`src/rtl/pix_packer.sv`:
```
// Packs scalar 1/2/4/8-bit pixels into DWD-bit lane-packed words (lane k at [k*W +: W]).
// One-entry output register with valid/ready on both the pixel and the word side.
package pe_ctl_cfg_pkg;
  typedef enum logic [2:0] {
    MODE_XNOR = 3'd0,
    MODE_M1   = 3'd1,
    MODE_M2   = 3'd2,
    MODE_M4   = 3'd3,
    MODE_M8   = 3'd4
  } pe_mode_e;
endpackage

module pix_packer
  import pe_ctl_cfg_pkg::*;
#(
  parameter int DWD   = 16,
  parameter int CNTWD = 16
) (
  input  logic                     clk,
  input  logic                     rst,
  input  pe_mode_e                 i_mode,
  input  logic [7:0]               i_pix,
  input  logic                     i_pix_last,
  input  logic                     i_pix_valid,
  output logic                     o_pix_ready,
  output logic [DWD-1:0]           o_word,
  output logic [$clog2(DWD):0]     o_word_lanes,
  output logic                     o_word_last,
  output logic                     o_word_valid,
  input  logic                     i_word_ready,
  output logic [CNTWD-1:0]         o_word_cnt
);

  localparam int LNW = $clog2(DWD) + 1;
  localparam int SHW = LNW + 3;

  // Handshake rule: a pixel moves when i_pix_valid && o_pix_ready, a word
  // moves when o_word_valid && i_word_ready; word fields hold while stalled.

  function automatic logic [1:0] width_log2(input pe_mode_e m);
    case (m)
      MODE_M2: width_log2 = 2'd1;
      MODE_M4: width_log2 = 2'd2;
      MODE_M8: width_log2 = 2'd3;
      default: width_log2 = 2'd0;
    endcase
  endfunction

  logic [DWD-1:0]   pk_q, pk_d;
  logic [LNW-1:0]   cnt_q, cnt_d;
  pe_mode_e         lmode_q, lmode_d;
  logic [DWD-1:0]   word_q, word_d;
  logic [LNW-1:0]   lanes_q, lanes_d;
  logic             last_q, last_d;
  logic             valid_q, valid_d;
  logic [CNTWD-1:0] wcnt_q, wcnt_d;

  pe_mode_e         cur_mode;
  logic [1:0]       cur_wl;
  logic [LNW-1:0]   lanes_cur;
  logic [LNW-1:0]   cnt_inc;
  logic [7:0]       pix_mask;
  logic [7:0]       pix_m;
  logic [SHW-1:0]   shamt;
  logic [DWD-1:0]   merged;
  logic             complete;
  logic             pix_ready;
  logic             accept;
  logic             handoff;

  // The first pixel of a word picks the width; later pixels reuse the latched mode.
  assign cur_mode  = (cnt_q == '0) ? i_mode : lmode_q;
  assign cur_wl    = width_log2(cur_mode);
  assign lanes_cur = LNW'(DWD) >> cur_wl;
  assign cnt_inc   = cnt_q + LNW'(1);

  always_comb begin
    case (cur_wl)
      2'd0:    pix_mask = 8'h01;
      2'd1:    pix_mask = 8'h03;
      2'd2:    pix_mask = 8'h0F;
      default: pix_mask = 8'hFF;
    endcase
  end

  assign pix_m     = i_pix & pix_mask;
  assign shamt     = SHW'(cnt_q) << cur_wl;
  assign merged    = pk_q | (DWD'(pix_m) << shamt);
  assign complete  = (cnt_inc == lanes_cur) || i_pix_last;

  assign pix_ready = !valid_q || i_word_ready;
  assign accept    = i_pix_valid && pix_ready;
  assign handoff   = valid_q && i_word_ready;

  always_comb begin
    pk_d    = pk_q;
    cnt_d   = cnt_q;
    lmode_d = lmode_q;
    word_d  = word_q;
    lanes_d = lanes_q;
    last_d  = last_q;
    valid_d = valid_q;
    wcnt_d  = wcnt_q;
    if (handoff) begin
      valid_d = 1'b0;
      wcnt_d  = wcnt_q + CNTWD'(1);
    end
    if (accept) begin
      if (cnt_q == '0) begin
        lmode_d = i_mode;
      end
      if (complete) begin
        // A completing accept in the handoff cycle reloads and keeps valid high.
        word_d  = merged;
        lanes_d = cnt_inc;
        last_d  = i_pix_last;
        valid_d = 1'b1;
        pk_d    = '0;
        cnt_d   = '0;
      end else begin
        pk_d    = merged;
        cnt_d   = cnt_inc;
      end
    end
  end

  always_ff @(posedge clk) begin
    if (rst) begin
      pk_q    <= '0;
      cnt_q   <= '0;
      lmode_q <= MODE_M1;
      word_q  <= '0;
      lanes_q <= '0;
      last_q  <= 1'b0;
      valid_q <= 1'b0;
      wcnt_q  <= '0;
    end else begin
      pk_q    <= pk_d;
      cnt_q   <= cnt_d;
      lmode_q <= lmode_d;
      word_q  <= word_d;
      lanes_q <= lanes_d;
      last_q  <= last_d;
      valid_q <= valid_d;
      wcnt_q  <= wcnt_d;
    end
  end

  assign o_pix_ready  = pix_ready;
  assign o_word       = word_q;
  assign o_word_lanes = lanes_q;
  assign o_word_last  = last_q;
  assign o_word_valid = valid_q;
  assign o_word_cnt   = wcnt_q;

endmodule

```
`config.mk`:
```
export PLATFORM = sky130hd
export DESIGN_NAME = pix_packer
export DESIGN_NICKNAME = d
export VERILOG_FILES = /design/src/rtl/pix_packer.sv
export SDC_FILE = /design/constraint.sdc
export NUM_CORES = 1
export LEC_CHECK = 0
export ABC_AREA = 1
export CORE_MARGIN = 3
export CORE_UTILIZATION = 40
export CTS_CLUSTER_SIZE = 30
export DETAILED_ROUTE_END_ITERATION = 8
export GPL_ROUTABILITY_DRIVEN = 0
export PLACE_DENSITY = 0.73
export SLEW_MARGIN = 15
export SYNTH_ARGS = -nofsm -noshare
export SYNTH_HDL_FRONTEND = slang
export SYNTH_SLANG_ARGS = --single-unit
export TNS_END_PERCENT = 10
```
`constraint.sdc`:
```
create_clock -name clk -period 6.54 [get_ports clk]
set_input_delay 0.981 -clock clk [delete_from_list [all_inputs] [get_ports clk]]
set_output_delay 0.981 -clock clk [all_outputs]
set_load 0.02 [all_outputs]
```
==> metrics.txt <==
Post-synth EDFFs=0; post-CTS setup buffers=0; outcome=finished, final reports clean; gr usage total=0.171; Layout Skew=0.00968 ns; starting density of the core=0.418; global-route wire length before repair=12.5 mm; vias in the first global route=2791; Synth Area in Adders=0.0115; Layout Nets=526; Worst Hold Launch=o_word[3]; most frequent cell after synthesis=nand2_1; R2R cell count=18; initial antenna violation count=0; port bufs=55; Post-Syn Nets=472; VDD IR-drop max=0.000127 V; fin crit share=0.488; Final Max Slew Viols=0; Hold Path Sink=o_word[3]; via count=2977; worst skew pair latency=0.34 ns; Die Y-Extent=96.4 microns; largest net degree at the start of global routing=24; crit path kind=in -> out; crit path capture type=output port; Ant. Diodes=0; grt total ovfl=0; cell family with most CP delay=buffers and inverters; Synth area leader=dfxtp_1; reg-to-reg slack, setup=3.79 ns; CP Cell Sequence=clkdlybuf4s50_1 > inv_1 > nand2_1 > clkdlybuf4s50_1; CP Data Required Time=5.56 ns; IO Pins=56; relative slew slack=0.491; Max FO, Critical Path=3; minimum clock period=3.19 ns; top cells by area, synth=dfxtp_1 39%, nand2_1 17%, inv_1 5.7%; fillers=767; Crit path arrival time=2.21 ns; Setup violations, final=0; Syn Std Cell Area=3270 sq um; Worst Setup Slack, final=3.35 ns; Die X=96.4 microns; multiplexer area fraction after synthesis=0; Most used DFF post-synth=dfxtp_1; main combinational cell family by area after synthesis=simple AND/OR/NAND/NOR gates; worst path bufs/invs=3; CTS clk-pin slew, worst paths=0.07 ns; detailed-route wire length=7.21 mm; Simple-Gate Fraction of Synth Area=0.394; Core ar.=7810 sq um; FF/Latch Area=1260 sq um; Layout Cells excl Fill=614; XOR/XNOR share of the synthesized area=0.0107; Site Rows=32; WHS Path Cells=2; area occupied by multi-input gates=1700 sq um; CTS Buf Count=9; Hold-fix buffers, CTS=0; final hold viol count=0; #FFs+latches synth=63; Initial DRC Count=128; setup TNS=0 ns; root buf cell=clkbuf_8; clk buf depth=2; clk sinks=63; max-cap violation count=0; Cell variety after synth=42; Tot Pwr=994 uW; RSZ-0062 raised after global routing=no; Post-synth ARST share=0; FF-to-FF End=pk_q[8]; Via density=4.85; Post-CTS Resized=0; Routed Antenna Nets=0; CP Launch Type=input port; TritonCTS clock tree=yes; Place WS=3.29 ns; fmax=313 MHz; Synth top area share=0.386; Layout area overhead=26.1%; # DRC=0; share of cells above drive strength 1=0.111; routed len/inst=11.7 microns; First-pass DRT Iterations=4; type of the worst min-delay path=reg -> reg; H-tree levels=3; post-synthesis average cell area=7.21 sq um; top post-synthesis cells by count=144 x nand2_1, 63 x dfxtp_1, 50 x inv_1; Pwr Density=241 nW/um^2; die area=9280 sq um; slowest stage delay, CP=0.63 ns; Crit Reg-Reg Startpoint=cnt_q[0]; Syn. warnings=0; cell leakage power=0.00175 uW; sequential-to-total area share from yosys stat=0.386; Gate Count Post-Synth=453; Least-Margin Pin Slew=0.761 ns; Worst path slowest cell=clkdlybuf4s50_1; placed insts=598; most used cell, CP=clkdlybuf4s50_1; DP HPWL=5.30 mm; compound-gate portion of the synthesized area=0.104
layout make-up:
class | instances | share of cell area
tap | 102 | 0.0310
clock inverter | 5 | 0.0252
clock buffer | 11 | 0.0368
sequential | 63 | 0.306
multi-input combinational | 320 | 0.413
timing repair buffer | 55 | 0.134
inverter | 58 | 0.0541
flip-flops by register name, indices dropped and copies added (netlist names):
signal / count
o_word_last: 1
o_word_lanes: 5
o_word_cnt: 16
lmode_q: 3
cnt_q: 5
o_word_valid: 1
o_word: 16
pk_q: 16
per-layer routing:
layer	global-route usage	part of all wire
met1	0.222	0.47
met2	0.270	0.44
met3	0.0563	0.077
met4	0.0479	0.0094
met5	0	0
worst max-delay path by stage:
stage,startpoint,endpoint,slack [ns],cells past startpoint
3_5_place_dp,i_word_ready,o_word[0],3.29,10
4_1_cts,i_word_ready,o_pix_ready,3.34,4
5_1_grt,i_word_ready,o_word_cnt[15],3.29,16
2_1_floorplan,i_word_ready,o_word_cnt[15],3.98,15
6_report,i_word_ready,o_pix_ready,3.35,4
3_3_place_gp,i_word_ready,o_pix_ready,3.32,4
metrics by stage:
step / cell area, sq um / utilization / hold slack [ns]
floorplan: 3270 / - / 0.443
global placement: 3860 / 0.495 / 0.429
detailed placement: 3860 / 0.495 / 0.433
CTS: 4120 / 0.527 / 0.449
global route: 4120 / 0.527 / 0.464
finish: 4120 / 0.527 / 0.444
cell families (layout without fill, tap and decap cells):
| group | count (synthesis) | after routing |
|---|---|---|
| AND/OR/NAND/NOR | 256 | 256 |
| AO/OA/AOI/OAI | 57 | 57 |
| flip-flops | 63 | 63 |
| adder cells (fa/ha/maj) | 3 | 3 |
| XOR/XNOR | 4 | 4 |
| buffers and inverters | 70 | 129 |
placed cells by master (no fill, tap or decap), types with 3 or more instances in the layout:
master and instances:
ha_1 3, xor2_1 3, o21ai_1 5, nand2_1 144
nand3b_1 3, a21oi_1 30, nor3b_2 5, o211ai_1 6
bufinv_16 3, dfxtp_1 63, o21ai_0 7, nor2_4 3
inv_1 50, nand3_1 30, nand2_2 6, nor2_1 31
inv_2 7, clkbuf_8 11, nand2_4 3, clkdlybuf4s50_1 55
nand4_1 12, nor3_1 4, o21ai_2 3
worst reg2reg max path, cell delays in order, from the launching register on:
cell and delay, ns:
dfxtp_1 0.37, inv_1 0.25, ha_1 0.20, inv_1 0.06, nor2_4 0.17, nand2_4 0.09
nand2_1 0.06, nand2_1 0.14, nand3_4 0.17, inv_2 0.09, nor2_4 0.16, inv_2 0.10
nand2_2 0.14, nand4_1 0.12, nor2_1 0.18, nor2_1 0.07, o21ai_1 0.20, inv_1 0.06
nor2_1 0.08
power breakdown:
part | leakage, uW | internal (uW) | switching (uW)
sequential | 0.000510 | 395 | 6.47
combinational | 0.00111 | 59.9 | 108
clock | 0.000130 | 274 | 151
(Power assumes the default switching activity.)
